--- src/rtl/mem_arbiter_if.sv ---
// mem_arbiter_if: bundle of the CPU, debug and memory-side signals around
// mem_arbiter.
//   slave  : the arbiter's view. Requests and mem_rdata are inputs; ready,
//            rdata, memory strobes, grant and align_err are outputs.
//   master : the requester/memory view, with every direction reversed.
// AW is the memory word-address width. It must match the arbiter's AW.
interface mem_arbiter_if #(
    parameter int AW = 8
);
    logic          cpu_req;
    logic          cpu_we;
    logic [31:0]   cpu_addr;
    logic [31:0]   cpu_wdata;
    logic [31:0]   cpu_rdata;
    logic          cpu_ready;

    logic          dbg_req;
    logic          dbg_we;
    logic [AW-1:0] dbg_addr;
    logic [31:0]   dbg_wdata;
    logic [31:0]   dbg_rdata;
    logic          dbg_ready;

    logic [AW-1:0] mem_addr;
    logic          mem_we;
    logic [31:0]   mem_wdata;
    logic [31:0]   mem_rdata;

    logic [1:0]    grant;
    logic          align_err;

    modport slave (
        input  cpu_req, cpu_we, cpu_addr, cpu_wdata,
        input  dbg_req, dbg_we, dbg_addr, dbg_wdata,
        input  mem_rdata,
        output cpu_rdata, cpu_ready, dbg_rdata, dbg_ready,
        output mem_addr, mem_we, mem_wdata, grant, align_err
    );

    modport master (
        output cpu_req, cpu_we, cpu_addr, cpu_wdata,
        output dbg_req, dbg_we, dbg_addr, dbg_wdata,
        output mem_rdata,
        input  cpu_rdata, cpu_ready, dbg_rdata, dbg_ready,
        input  mem_addr, mem_we, mem_wdata, grant, align_err
    );
endinterface

--- src/rtl/mem_arbiter.sv ---
// mem_arbiter: shares one unified instruction/data memory between the CPU
// and a debug/monitor port.
//
// The arbiter serves one access at a time and takes 3 cycles per access.
// The CPU has fixed priority. A starvation counter forces a debug grant
// after STARVE_LIMIT consecutive CPU grants made while debug was waiting.
//
// Ports:
//   clk   : system clock; all state changes on its rising edge.
//   reset : asynchronous, active-low reset.
//   bus   : mem_arbiter_if.slave, which carries the following signals.
//           - CPU request/response: byte address; the word index is
//             cpu_addr[AW+1:2].
//           - Debug request/response: word address.
//           - Memory port: mem_rdata is combinational from mem_addr;
//             memory writes on the edge that ends a cycle with mem_we high.
//           - grant (00 none, 01 CPU, 10 debug).
//           - align_err: pulse that flags a misaligned CPU access.
//
// state | meaning
// ------+------------------------------------------------------------
// IDLE  | no owner; arbitrate requests on the next rising edge
// ACC   | latched request driven to memory; read data captured at exit
// RESP  | one-cycle ready (and align_err) pulse to the owner
module mem_arbiter #(
    parameter int AW           = 8,
    parameter int STARVE_LIMIT = 4
) (
    input  logic         clk,
    input  logic         reset,
    mem_arbiter_if.slave bus
);

    typedef enum logic [1:0] {
        IDLE = 2'd0,
        ACC  = 2'd1,
        RESP = 2'd2
    } state_t;

    localparam logic [1:0] OWN_CPU = 2'b01;
    localparam logic [1:0] OWN_DBG = 2'b10;
    localparam logic [2:0] LIMIT   = 3'(STARVE_LIMIT);

    state_t        state, state_nxt;
    logic          cpu_win, dbg_win;

    logic [1:0]    owner_q;
    logic          we_q;
    logic [AW-1:0] addr_q;
    logic [31:0]   wdata_q;
    logic          misalign_q;
    logic [31:0]   cpu_rdata_q;
    logic [31:0]   dbg_rdata_q;
    logic [2:0]    starve_q;

    always_ff @(posedge clk or negedge reset) begin
        if (!reset) begin
            state <= IDLE;
        end else begin
            state <= state_nxt;
        end
    end

    always_comb begin
        state_nxt     = state;
        cpu_win       = 1'b0;
        dbg_win       = 1'b0;
        bus.mem_we    = 1'b0;
        bus.grant     = 2'b00;
        bus.cpu_ready = 1'b0;
        bus.dbg_ready = 1'b0;
        bus.align_err = 1'b0;
        case (state)
            IDLE: begin
                // Debug overrides CPU priority only once the CPU has
                // won LIMIT times in a row while debug was waiting.
                if (bus.cpu_req && !(starve_q == LIMIT && bus.dbg_req)) begin
                    cpu_win = 1'b1;
                end else if (bus.dbg_req) begin
                    dbg_win = 1'b1;
                end
                if (cpu_win || dbg_win) begin
                    state_nxt = ACC;
                end
            end
            ACC: begin
                bus.mem_we = we_q;
                bus.grant  = owner_q;
                state_nxt  = RESP;
            end
            RESP: begin
                bus.grant     = owner_q;
                bus.cpu_ready = (owner_q == OWN_CPU);
                bus.dbg_ready = (owner_q == OWN_DBG);
                bus.align_err = misalign_q;
                state_nxt     = IDLE;
            end
            default: begin
                state_nxt = IDLE;
            end
        endcase
    end

    always_ff @(posedge clk or negedge reset) begin
        if (!reset) begin
            owner_q     <= 2'b00;
            we_q        <= 1'b0;
            addr_q      <= '0;
            wdata_q     <= '0;
            misalign_q  <= 1'b0;
            cpu_rdata_q <= '0;
            dbg_rdata_q <= '0;
            starve_q    <= '0;
        end else begin
            if (cpu_win) begin
                owner_q    <= OWN_CPU;
                we_q       <= bus.cpu_we;
                addr_q     <= bus.cpu_addr[AW+1:2];
                wdata_q    <= bus.cpu_wdata;
                misalign_q <= (bus.cpu_addr[1:0] != 2'b00);
            end else if (dbg_win) begin
                owner_q    <= OWN_DBG;
                we_q       <= bus.dbg_we;
                addr_q     <= bus.dbg_addr;
                wdata_q    <= bus.dbg_wdata;
                misalign_q <= 1'b0;
            end

            if (state == ACC && !we_q) begin
                if (owner_q == OWN_CPU) begin
                    cpu_rdata_q <= bus.mem_rdata;
                end else begin
                    dbg_rdata_q <= bus.mem_rdata;
                end
            end

            // The count only moves at IDLE edges. It saturates at LIMIT;
            // at LIMIT a waiting debug request always wins, which clears it.
            if (state == IDLE) begin
                if (dbg_win || !bus.dbg_req) begin
                    starve_q <= '0;
                end else if (cpu_win && starve_q != LIMIT) begin
                    starve_q <= starve_q + 3'd1;
                end
            end
        end
    end

    assign bus.mem_addr  = addr_q;
    assign bus.mem_wdata = wdata_q;
    assign bus.cpu_rdata = cpu_rdata_q;
    assign bus.dbg_rdata = dbg_rdata_q;

endmodule

--- src/flat_wrapper.sv ---
// flat-port wrapper written by rule: the top's interface ports become plain ports
module mem_arbiter_flat 
#(
    parameter int AW           = 8,
    parameter int STARVE_LIMIT = 4
)
  (clk, reset, bus_cpu_req, bus_cpu_we, bus_cpu_addr, bus_cpu_wdata, bus_dbg_req, bus_dbg_we, bus_dbg_addr, bus_dbg_wdata, bus_mem_rdata, bus_cpu_rdata, bus_cpu_ready, bus_dbg_rdata, bus_dbg_ready, bus_mem_addr, bus_mem_we, bus_mem_wdata, bus_grant, bus_align_err);
  mem_arbiter_if #(.AW(AW)) bus_i ();
  input  logic clk;
  input  logic reset;
  input wire logic [$bits(bus_i.cpu_req)-1:0] bus_cpu_req;
  input wire logic [$bits(bus_i.cpu_we)-1:0] bus_cpu_we;
  input wire logic [$bits(bus_i.cpu_addr)-1:0] bus_cpu_addr;
  input wire logic [$bits(bus_i.cpu_wdata)-1:0] bus_cpu_wdata;
  input wire logic [$bits(bus_i.dbg_req)-1:0] bus_dbg_req;
  input wire logic [$bits(bus_i.dbg_we)-1:0] bus_dbg_we;
  input wire logic [$bits(bus_i.dbg_addr)-1:0] bus_dbg_addr;
  input wire logic [$bits(bus_i.dbg_wdata)-1:0] bus_dbg_wdata;
  input wire logic [$bits(bus_i.mem_rdata)-1:0] bus_mem_rdata;
  output wire logic [$bits(bus_i.cpu_rdata)-1:0] bus_cpu_rdata;
  output wire logic [$bits(bus_i.cpu_ready)-1:0] bus_cpu_ready;
  output wire logic [$bits(bus_i.dbg_rdata)-1:0] bus_dbg_rdata;
  output wire logic [$bits(bus_i.dbg_ready)-1:0] bus_dbg_ready;
  output wire logic [$bits(bus_i.mem_addr)-1:0] bus_mem_addr;
  output wire logic [$bits(bus_i.mem_we)-1:0] bus_mem_we;
  output wire logic [$bits(bus_i.mem_wdata)-1:0] bus_mem_wdata;
  output wire logic [$bits(bus_i.grant)-1:0] bus_grant;
  output wire logic [$bits(bus_i.align_err)-1:0] bus_align_err;
  assign bus_i.cpu_req = bus_cpu_req;
  assign bus_i.cpu_we = bus_cpu_we;
  assign bus_i.cpu_addr = bus_cpu_addr;
  assign bus_i.cpu_wdata = bus_cpu_wdata;
  assign bus_i.dbg_req = bus_dbg_req;
  assign bus_i.dbg_we = bus_dbg_we;
  assign bus_i.dbg_addr = bus_dbg_addr;
  assign bus_i.dbg_wdata = bus_dbg_wdata;
  assign bus_i.mem_rdata = bus_mem_rdata;
  assign bus_cpu_rdata = bus_i.cpu_rdata;
  assign bus_cpu_ready = bus_i.cpu_ready;
  assign bus_dbg_rdata = bus_i.dbg_rdata;
  assign bus_dbg_ready = bus_i.dbg_ready;
  assign bus_mem_addr = bus_i.mem_addr;
  assign bus_mem_we = bus_i.mem_we;
  assign bus_mem_wdata = bus_i.mem_wdata;
  assign bus_grant = bus_i.grant;
  assign bus_align_err = bus_i.align_err;
  mem_arbiter #(.AW(AW), .STARVE_LIMIT(STARVE_LIMIT)) u_core (.clk(clk), .reset(reset), .bus(bus_i));
endmodule
--- config.mk ---
export PLATFORM = sky130hd
export DESIGN_NAME = mem_arbiter_flat
export DESIGN_NICKNAME = d
export VERILOG_FILES = /design/src/rtl/mem_arbiter_if.sv /design/src/rtl/mem_arbiter.sv /design/src/flat_wrapper.sv
export SDC_FILE = /design/constraint.sdc
export NUM_CORES = 1
export LEC_CHECK = 0
export CAP_MARGIN = 20
export CELL_PAD_IN_SITES_DETAIL_PLACEMENT = 1
export CELL_PAD_IN_SITES_GLOBAL_PLACEMENT = 1
export CORE_MARGIN = 1.5
export CORE_UTILIZATION = 29
export CTS_BUF_LIST = sky130_fd_sc_hd__clkbuf_2
export DETAILED_ROUTE_END_ITERATION = 7
export PLACE_DENSITY_LB_ADDON = 0.1
export SYNTH_ARGS = -nofsm -noshare
export SYNTH_HDL_FRONTEND = slang
export SYNTH_SLANG_ARGS = --single-unit
--- constraint.sdc ---
create_clock -name clk -period 1.7 [get_ports clk]
set_input_delay 0.255 -clock clk [delete_from_list [all_inputs] [get_ports clk]]
set_output_delay 0.255 -clock clk [all_outputs]
set_load 0.01 [all_outputs]
Word-level counts from Yosys, hierarchy flattened:

Cells that the tools add are included.

* bits of input ports: 142
* register bits after elaboration: 113
* logic and storage cells: 61

* add/subtract/negate cells: 1
* equal/unequal tests: 7
* multiplexer cells: 26
* bitwise operators: 1
* reduce and logical (&&, ||, !) cells: 17

Operators by type and width (number)
* 32-bit two-way mux: 2
* 8-bit two-way mux: 2
* 1-bit two-way mux: 15
* 2-bit two-way mux: 4
* 3-bit two-way mux: 2
* 2-bit AND reduction: 3
* 2-bit nonzero test: 3
* 2-bit by 1-bit equality test with 1-bit output (second input constant): 2
* 2-bit equality test (second input constant): 2
* 1-bit logical AND: 4
* 2-bit one-hot mux with 2 select lines: 1
* 3-bit by 1-bit adder with 3-bit output (second input constant): 1
* 3-bit equality test (second input constant): 1
* 1-bit logical NOT: 3
* 3-bit != test (second input constant): 1
* 2-bit logical NOT: 1
* 1-bit logical OR: 2
* 2-bit by 1-bit != test with 1-bit output (second input constant): 1
* 2-bit OR reduction: 1
* 1-bit inverter: 1

Depth between registers and ports, before layout:

* depth in word-level cells: 10
* gate-level depth with buffers: 6
* gate-level depth less buffers: 5

Least setup slack after synthesis:

Ideal clock, no wire load.

* path kind: register to register
* from: register u_core.state[0]
* to: register u_core.wdata_q[24], in the netlist u_core.bus.mem_wdata[24]
* library setup time: 0.125 ns
* data arrival time: 1.671 ns
* cell stages (with the launch flop): 7
* slack: -0.096 ns
* required time: 1.575 ns
* cell sequence: dfrtp_1 inv_1 ha_1 nand2_1 a31oi_4 buf_4 mux2_2

* cells in the longest elaborated chain, start to end: 3
* elaborated cells between the ends (all ways): 5

RTL lines
* start: declaration: RTL line mem_arbiter.sv:44 `state_t state, state_nxt;`
* start signal: assignment: RTL line mem_arbiter.sv:60 `state <= state_nxt;`
* 2-bit logical NOT *: RTL line mem_arbiter.sv:73 `case (state)`
* 1-bit two-way mux: RTL line mem_arbiter.sv:73
* 32-bit two-way mux or 2-bit nonzero test (tied branches)
* end signal: assignment: RTL line mem_arbiter.sv:119 `wdata_q <= bus.cpu_wdata;`
* end signal: assignment: RTL line mem_arbiter.sv:125 `wdata_q <= bus.dbg_wdata;`
* end: declaration: RTL line mem_arbiter.sv:50 `logic [31:0] wdata_q;`

Mark *: on every way between the ends. The rest lies on a longest branch, timed or not.
A chain may end at the register's enable or synchronous reset.

Worst setup path in the final report:

* from: register u_core.state[1]
* to: output port bus_grant[0]

* cells in the longest elaborated chain, start to end: 3
* elaborated cells between the ends (all ways): 4

RTL lines
* 2-bit equality test or 2-bit by 1-bit equality test with 1-bit output (tied branches): RTL line mem_arbiter.sv:73
* 2-bit OR reduction (no line) *
* 2-bit two-way mux *: RTL line mem_arbiter.sv:73
* end: declaration: RTL line flat_wrapper.sv:27 `output wire logic [$bits(bus_i.grant)-1:0] bus_grant;`

Marks and branches as above.

==> impl_metrics.csv <==
group,metric,value,unit
global_routing,grt_pass1_vias,4298,
cts,root_buffer,"clkbuf_2",
sta,period_needed,1.98,ns
cts,clk_pin_slew,0.18,ns
setup_path,path_delay_family,"flip-flops",
synthesis,synth_xor_area_frac,0,
synthesis,yosys.cell_count.top_type,"mux2_2",
synthesis,synth.mux.area_fraction,0.339,
synthesis,synth-simple-area-share,0.0237,
die,coreArea,0.0166,mm²
setup_path,arrival,1.73,ns
setup_path,crit_type,"reg2out",
global_routing,grt_antenna_before_repair,0,
sta,skew,0.0258,ns
outcome,status,"finished, violations left",
sta,setup_viol,72,
die,io_pins,252,
placed_design,dp.cells,766,
sta,drv_slew,0,
global_routing,grt_pass1_wl,23.7,mm
synthesis,synth_top_family_by_area,"multiplexers",
synthesis,synth_ff_type,"dfrtp_1",
synthesis,synth_cell_types,25,
synthesis,synth_common_cells,"mux2_2 (146), dfrtp_1 (113), buf_4 (10), ha_1 (6)",
final_layout,finalNetCount,769,
sta,finalHoldViolations,0,
pwr,p_leak,3.98,nW
sta,worstMarginPinSlew,0.497,ns
final_layout,drive_above_1_share,0.573,
setup_path,worst_path_largest_cell_delay,0.43,ns
cts,cts_tree,"done",
pwr,p_total,15.4,mW
global_routing,use_met3,0.0890,
die,start_util,0.296,
global_routing,grt_max_degree,78,
synthesis,syn-num-nets,464,
cts,cts_inserted_buffers,17,
global_routing,grtUsageMet1,0.190,
outcome,violations,"setup timing",
die,die_w,133,µm
setup_path,crit_chain,"buf_6, inv_6, ha_4, and2_4, buf_6",
pwr,powerDensity,1800,mW/mm²
sta,rsz0062_at_grt,"true",
pwr,ir_worst_vdd,722,µV
sta,fin_crit_sh,1.17,
setup_path,critPathMaxFanout,3,
global_routing,use_met2,0.297,
final_layout,n_fill_cell,1717,
routing,dr.pass1.iters,4,
routing,antenna_left,0,
die,die_area,0.0177,mm²
setup_path,crit_buf_inv,3,
flow_run,cap_violations,0,
sta,max_slew_margin,0.668,
cts,cts_num_sinks,113,
placed_design,routabilityCongestion,0.720,
hold_path,hp-class,"in2async",
sta,fmax,0.504,GHz
synthesis,synth-seq-cells,113,
routing,routed_wirelength,16.9,mm
synthesis,synth_top_area_share,0.576,
sta,postLayoutSetupSlackWorst,-0.283,ns
setup_path,start_kind,"register",
global_routing,overflow,0,
synthesis,synthCells,316,
placed_design,pre_cts_slack,-0.136,ns
synthesis,synth_compound_area_frac,0.0140,
final_layout,fin_util,0.515,
synthesis,ys_seq_area_frac,0.576,
synthesis,synth_edf_count,0,
cts,cts_max_level,4,
setup_path,crit_slowest_cell,"dfrtp_1",
synthesis,synth-adder-area-share,0.0153,
routing,vias_per_cell,4.52,
routing,wire_per_inst,19.8,µm
synthesis,syn_avg_cell_area,15.5,µm²
die,rows,47,
setup_path,worstPathRequired,1.44,ns
synthesis,synth.largest_area_cell,"dfrtp_1",
placed_design,dpl-instance-area,0.00757,mm²
die,dieHeight,133,µm
synthesis,synth_area,0.00491,mm²
setup_path,cpMostUsedCell,"buf_6",
placed_design,portBuffers,229,
cts,clockBufferDepth,2,
cts,clk_latency,0.68,ns
global_routing,grt_usage,0.177,
sta,holdWs,0.145,ns
global_routing,busiest_layer,"met2",
final_layout,num_antenna_cells,0,
setup_path,endpoint_kind,"primary output",
placed_design,place_hpwl,9.95,mm
final_layout,syn2layout_area_growth,74.1,%
final_layout,design_area,0.00854,mm²
synthesis,ys_top_cells_by_area,"dfrtp_1 (58%), mux2_2 (33%), buf_4 (1.5%), ha_1 (1.5%), buf_6 (1.1%)",
final_layout,final_cells,854,
routing,vias,3861,
routing,drtIter0Drc,71,
sta,fin_setup_tns,-5.24,ns
synthesis,async_flop_share,1.00,
routing,route.detailed.drc,0,
synthesis,ys_warn_count,0,
-- worst paths after layout --
path	startpoint	end	slack, ns	cells after the start
worst min-delay path	reset	u_core.bus.cpu_rdata[16]$_DFFE_PN0P_	0.15	3
worst max register to register	u_core.state[1]$_DFFE_PN0P_	u_core.state[1]$_DFFE_PN0P_	-0.11	8
worst min register to register	u_core.bus.dbg_rdata[14]$_DFFE_PN0P_	u_core.bus.dbg_rdata[14]$_DFFE_PN0P_	0.53	1
worst max-delay path	u_core.state[1]$_DFFE_PN0P_	bus_grant[0]	-0.28	5
max in group asynchronous	reset	u_core.bus.mem_wdata[19]$_DFFE_PN0P_	1.14	3
min in group clk	bus_cpu_wdata[8]	u_core.bus.mem_wdata[8]$_DFFE_PN0P_	0.16	2
-- state kept, by name, summed over array words and instances (netlist names) --
signal	count
u_core.state	2
u_core.bus.dbg_rdata	32
u_core.bus.mem_addr	8
u_core.starve_q	3
u_core.misalign_q	1
u_core.bus.mem_wdata	32
u_core.owner_q	2
u_core.we_q	1
u_core.bus.cpu_rdata	32
-- layer usage --
| metal | part of all wire | wire length, µm |
|---|---|---|
| met4 | 0.019 | 316 |
| met2 | 0.50 | 8470 |
| met5 | 0 | 0 |
| met1 | 0.38 | 6430 |
| met3 | 0.10 | 1720 |
-- area by class of cell --
| type | instances | area (µm²) | area share |
|---|---|---|---|
| multi-input combinational | 182 | 2390 | 0.280 |
| clock buffer | 17 | 85.1 | 0.00996 |
| clock inverter | 15 | 119 | 0.0139 |
| sequential | 113 | 2830 | 0.331 |
| tap | 220 | 275 | 0.0322 |
| inverter | 5 | 23.8 | 0.00278 |
| timing repair buffer | 302 | 2820 | 0.330 |
-- worst reg2reg max path: cells and delay by family, from the launching register on --
kind                       cells  cell delay, ns
adders and majority gates      1            0.18
buffers and inverters          5            0.44
muxes                          1            0.31
DFF                            1            0.43
and+or+nand+nor                1            0.36
-- report_power, final --
group	switching (mW)	internal, mW
logic	3.40	5.56
clock network	1.12	0.511
registers	0.730	4.04
-- cell families after synthesis --
family,Yosys count
mux,148
fa+ha+maj,6
flops,113
buf+inv,21
compound gates,7
simple gates,21
-- timing repair --
action,in CTS,in global routing
gates cloned,9,8
gates resized for setup,296,192
endpoints found under the hold margin,113,0
endpoints found under the setup margin,159,188
pin swaps,0,3
buffers inserted,21,23
hold buffers,1,0
-- placed cells by master, fill, tap and decap left out, types with 2 or more instances in the layout --
master           synthesis  final
clkdlybuf4s50_1          0    118
dfrtp_1                113    113
mux2_4                   0    102
clkbuf_2                 1     89
mux2_2                 146     45
buf_4                   10     39
buf_2                    0     17
buf_6                    5     16
clkdlybuf4s15_1          0     16
buf_12                   0      9
buf_16                   0      7
clkbuf_16                0      7
and2_4                   0      5
nor2_1                   5      5
clkinv_2                 0      5
clkinvlp_4               0      4
inv_6                    0      3
nand2_1                  4      3
ha_4                     0      3
ha_1                     6      3
inv_2                    0      2
inv_1                    5      2
a32o_1                   2      2
clkinv_1                 0      2
No activity file was read; power rests on OpenSTA's default activity.
==> patch 1 (same settings) <==
`AW` is set to 8 in 3 places; all go to 6.
--- a/src/rtl/mem_arbiter_if.sv
+++ b/src/rtl/mem_arbiter_if.sv
@@ -5,7 +5,7 @@
 //   master : the requester/memory view, with every direction reversed.
 // AW is the memory word-address width. It must match the arbiter's AW.
 interface mem_arbiter_if #(
-    parameter int AW = 8
+    parameter int AW = 6
 );
     logic          cpu_req;
     logic          cpu_we;
--- a/src/rtl/mem_arbiter.sv
+++ b/src/rtl/mem_arbiter.sv
@@ -23,7 +23,7 @@
 // ACC   | latched request driven to memory; read data captured at exit
 // RESP  | one-cycle ready (and align_err) pulse to the owner
 module mem_arbiter #(
-    parameter int AW           = 8,
+    parameter int AW           = 6,
     parameter int STARVE_LIMIT = 4
 ) (
     input  logic         clk,
--- a/src/flat_wrapper.sv
+++ b/src/flat_wrapper.sv
@@ -1,7 +1,7 @@
 // flat-port wrapper written by rule: the top's interface ports become plain ports
 module mem_arbiter_flat 
 #(
-    parameter int AW           = 8,
+    parameter int AW           = 6,
     parameter int STARVE_LIMIT = 4
 )
   (clk, reset, bus_cpu_req, bus_cpu_we, bus_cpu_addr, bus_cpu_wdata, bus_dbg_req, bus_dbg_we, bus_dbg_addr, bus_dbg_wdata, bus_mem_rdata, bus_cpu_rdata, bus_cpu_ready, bus_dbg_rdata, bus_dbg_ready, bus_mem_addr, bus_mem_we, bus_mem_wdata, bus_grant, bus_align_err);
Ports: changed (resized bus_dbg_addr and bus_mem_addr); port bits go from 252 to 248. The function was not compared with the original's and may differ.
==> patch 1 against the original RTL <==
The run still ends with setup timing left; power grew 2.7%; cell area rose by 4.3%; worst setup slack improved by 50 ps; final cell count is 2.2% lower; sequential cell count down 2; first-iteration DRC count rose by 23%; area after synthesis grew 0.66%; register-to-register slack worse by 70 ps; hold slack got worse by 81 ps; wire length shrank 0.47%; global-route usage up 1.1 points; critical path type unchanged; largest cell class is now non-clock buffers.
==> patch 1: results (changes against the original RTL) <==
[global_routing]
antenna_found_initial = 1  ; +1
grt.total_usage_pct = 18.7  ; +1.1 points
grt_pass1_wl_um = 25100  ; +6.0%
grt_max_degree = 32  ; -59%
grt_pass1_vias = 4306  ; +0.19%

[clock_tree]
worstSkewPairLatency_ps = 620  ; -60 ps
post-cts-setup-buffers = 25  ; +19%
cts_resized = 246  ; -17%
cts-root-buf = clkbuf_2
htreeDepth = 3  ; -1
cts_hold_repair.buffers = 1  ; unchanged
cts_inserted_buffers = 9  ; -8
clkTransAtPathRegs_ps = 310  ; +130 ps

[run_status]
status = finished, violations left
violations = setup timing

[timing]
slew_headroom_pct = 71.6  ; +4.8 points
finalClockSkew_ps = 24.1  ; -1.65 ps
layout_setup_ws_ps = -233  ; +50.5 ps
setup_violations = 112  ; +56%
setup-tns-final_ps = -9430  ; -4190 ps

[logic_synthesis]
yosys-top-cells-count = 118 x mux2_2, 111 x dfrtp_1, 22 x mux2_4
ys_types = 29  ; +16%
synth.area.top_cells = dfrtp_1 56%, mux2_2 27%, mux2_4 6.7%
yosysSeqAreaShare_pct = 56.2  ; -1.4 points
postSynthNetCount = 456  ; -1.7%
synth-compound-area-share_pct = 1.39  ; -0.0092 points
ys_async_sr_fraction_pct = 100  ; unchanged
synthMuxAreaShare_pct = 34.5  ; +0.54 points
synth-adder-area-share_pct = 1.52  ; -0.010 points
netlist_instances = 310  ; -1.9%

[final_layout]
layout-drive-gt1-share_pct = 43.3  ; -14 points
final-instance-count-excl-fill = 835  ; -2.2%
final_nets = 755  ; -1.8%
fill_cells = 1667  ; -2.9%

[placement]
port_buffers = 223  ; -2.6%
place_area_sq_um = 7530  ; -0.59%
gp_congestion = 0.714  ; -0.83%
dp_hpwl_um = 10000  ; +0.83%

[routing]
firstDrtPassIters = 4  ; unchanged
dr.first_iter.drc_count = 87  ; +23%
viasPerCell = 4.45  ; -1.5%
drt-total-wl_um = 16800  ; -0.47%

[power]
vdd_drop_max_mv = 0.612  ; -15%
p_leak_nw = 4.12  ; +3.6%
power-per-cell-area_nw_per_um2 = 1770  ; -1.5%

[setup_path]
cp.arrival_ps = 1680  ; -50 ps
critPathMaxFanout = 3  ; unchanged

[min_path]
holdCritPathClass = input pin to asynchronous set/reset pin

## patch 1: cell count changes after synthesis, moves of 2 or more
cell / before / now
dfrtp_1: 113 / 111
buf_6: 5 / 7
mux2_2: 146 / 118
mux2_1: 1 / 3
mux2_4: 0 / 22
buf_4: 10 / 3
buf_8: 0 / 4
## patch 1: worst paths after layout
kind                       slack (ps)               startpoint                  endpoint
hold reg to reg                   550  u_core.bus.cpu_rdata[5]   u_core.bus.cpu_rdata[5]
setup / recovery                 -230          u_core.state[1]              bus_grant[1]
max in group asynchronous        1080                    reset  u_core.bus.mem_wdata[23]
min in group clk                  210         bus_cpu_wdata[4]   u_core.bus.mem_wdata[4]
setup reg to reg                 -180          u_core.state[1]  u_core.bus.mem_wdata[29]
hold / removal                     60                    reset  u_core.bus.cpu_rdata[28]
## patch 1: critical path: stages, from the launching register on
cell and delay, ps:
dfrtp_1 490, inv_2 130, ha_4 220, and2_4 130
buf_6 110
## patch 1: routing by layer
metal | part of all wire, % | GRT usage, %
met5 | 0 | 0
met4 | 2.2 | 7.13
met3 | 6.3 | 4.49
met2 | 51 | 33.2
met1 | 40 | 22.0
## patch 1: metrics by stage
stage	hold slack [ps]	setup WS, ps
detailed placement	226	-201
floorplan	-40.6	3.40
global placement	216	-178
finish	64.4	-233
global route	5.06	-377
CTS	10.6	-284
## patch 1: area by class of cell
class | count | share of cell area, %
timing repair buffer | 304 | 36.6
sequential | 111 | 31.2
multi-input combinational | 178 | 27.3
tap | 220 | 3.09
clock inverter | 6 | 1.03
clock buffer | 10 | 0.562
inverter | 5 | 0.211
antenna | 1 | 0.0281
## patch 1: report_power, final
part	total [mW]	internal, mW	switching, mW
Clock	1.44	0.506	0.937
Combinational	9.61	6.21	3.40
Sequential	4.72	3.96	0.763
Total	15.8	10.7	5.10
==> patch 2 (same settings) <==
Made on the original files. Make the reset (`reset`) synchronous in 2 clocked blocks. Comments in the files are not updated.
--- a/src/rtl/mem_arbiter.sv
+++ b/src/rtl/mem_arbiter.sv
@@ -53,7 +53,7 @@
     logic [31:0]   dbg_rdata_q;
     logic [2:0]    starve_q;
 
-    always_ff @(posedge clk or negedge reset) begin
+    always_ff @(posedge clk) begin
         if (!reset) begin
             state <= IDLE;
         end else begin
@@ -101,7 +101,7 @@
         endcase
     end
 
-    always_ff @(posedge clk or negedge reset) begin
+    always_ff @(posedge clk) begin
         if (!reset) begin
             owner_q     <= 2'b00;
             we_q        <= 1'b0;
Formal check against the unedited RTL: differs if reset is asserted again (counterexample within 4 cycles, from zero or initial values and one cycle with reset low); with reset held inactive, the same outputs for 10 cycles.
==> patch 2 against the original RTL <==
The flow still finishes with violations (setup timing); critical endpoint is now bus_dbg_ready; largest cell class is now non-clock buffers; die area rose by 1.4%; sequential share of layout area fell by 4.0 points; count of clock-buffer cells in the layout rose by 1; cell area fell by 8.0%; area after synthesis rose by 1.4%; via count rose by 38%; wire length rose by 9.3%; sequential cell count did not move; worst setup slack improved by 140 ps.
Power is not compared: it rests on default switching activity, and its combinational part moved more than twofold at a synthesized area within 25%.
==> patch 2: results (changes against the original RTL) <==
[routing]
drt-total-wl_um = 18500  ; +9.3%
vias = 5341  ; +38%
dr.first_iter.drc_count = 237  ; +230%
firstDrtPassIters = 4  ; unchanged

[setup_path]
critPathMaxFanout = 3  ; unchanged
cpPeakStageDelay_ps = 380  ; -50 ps
slowest_stage = dfxtp_4
cp.arrival_ps = 1590  ; -140 ps
crit_family = flip-flops

[clock_tree]
clock_path_buffers = 2  ; unchanged
clkTransAtPathRegs_ps = 200  ; +20 ps
cts_hold_repair.buffers = 1  ; unchanged
cts-root-buf = clkbuf_2
worstSkewPairLatency_ps = 680  ; about the same
htreeDepth = 4  ; unchanged
cts_resized = 163  ; -45%
post-cts-setup-buffers = 2  ; -90%

[logic_synthesis]
synth-compound-area-share_pct = 34.6  ; +33 points
postSynthNetCount = 734  ; +58%
yosys-top-cells-count = 115 x o21ai_0, 113 x dfxtp_1, 67 x nand2_1
yosys_warnings = 0  ; unchanged
synthMuxAreaShare_pct = 0.201  ; -34 points
ys_types = 36  ; +44%
synth.area.top_cells = dfxtp_1 45%, o21ai_0 12%, a41oi_1 7.2%
synth-adder-area-share_pct = 1.51  ; -0.022 points
synth_xor_area_share_pct = 0  ; unchanged
synth-main-ff-cell = dfxtp_1
ys_async_sr_fraction_pct = 0  ; -100 points
yosysSeqAreaShare_pct = 45.4  ; -12 points

[power]
vdd_drop_max_mv = 0.363
p_seq_mw = 2.99
p_int_mw = 4.68
power_frac_comb_pct = 26.0

[timing]
setup-tns-final_ps = -723  ; +4520 ps
layout_setup_ws_ps = -146  ; +137 ps
finalClockSkew_ps = 40.0  ; +14.2 ps
setup_violations = 6  ; -92%
slew_headroom_pct = 69.8  ; +2.9 points

[placement]
place_area_sq_um = 7600  ; +0.35%
gp_congestion = 0.748  ; +3.9%
dp_hpwl_um = 12400  ; +24%

[global_routing]
grt_pass1_vias = 5686  ; +32%
grt_max_degree = 114  ; +46%
grt.total_usage_pct = 20.6  ; +3.0 points
antenna_found_initial = 1  ; +1
grt_pass1_wl_um = 29600  ; +25%

[final_layout]
fill_cells = 1961  ; +14%
layout-drive-gt1-share_pct = 12.6  ; -45 points
final_nets = 951  ; +24%

[run_status]
status = finished, violations left
violations = setup timing

[min_path]
holdCritPathClass = input pin to register

## patch 2: path summary, 6_finish.rpt
check / startpoint / end / slack [ps] / cells after the start
max reg2reg: u_core.starve_q[0] / u_core.bus.mem_wdata[2] / 200 / 6
min reg2reg: u_core.bus.cpu_rdata[0] / u_core.bus.cpu_rdata[0] / 460 / 2
min: bus_dbg_wdata[19] / u_core.bus.mem_wdata[19] / 110 / 3
max: u_core.state[1] / bus_dbg_ready / -150 / 4
## patch 2: layer usage
metal | up-vias | part of all wire [%] | global-route usage, %
li1 | 2560 | - | -
met1 | 2584 | 43 | 24.8
met2 | 171 | 48 | 34.8
met3 | 26 | 6.5 | 6.08
met4 | 0 | 2.1 | 7.83
met5 | - | 0 | 0
## patch 2: final cells by class
| cell class | count | area (sq um) | share of cell area [%] |
|---|---|---|---|
| Antenna cell | 1 | 2.50 | 0.0318 |
| Clock buffer | 18 | 90.1 | 1.15 |
| Clock inverter | 13 | 169 | 2.15 |
| Inverter | 4 | 20.0 | 0.255 |
| Multi-Input combinational cell | 404 | 2450 | 31.2 |
| Sequential cell | 113 | 2290 | 29.1 |
| Tap cell | 220 | 275 | 3.50 |
| Timing Repair Buffer | 263 | 2560 | 32.6 |
## patch 2: per-stage QoR
stage	setup WS (ps)	util [%]	hold WS, ps	std cells	total power, mW
after floorplan	330	-	390	586	3.83
after global placement	-55.7	45.5	440	1001	4.85
after detailed placement	-66.8	45.5	448	1001	4.90
after CTS	-261	46.9	26.6	1035	6.83
after global routing	-255	47.1	30.9	1036	7.14
final	-146	47.1	113	1036	6.73
## patch 2: kinds of logic after synthesis
family / Yosys count
adder cells (fa/ha/maj): 6
AO/OA/AOI/OAI: 273
AND/OR/NAND/NOR: 124
flip-flops: 113
multiplexers: 1
buffers and inverters: 69
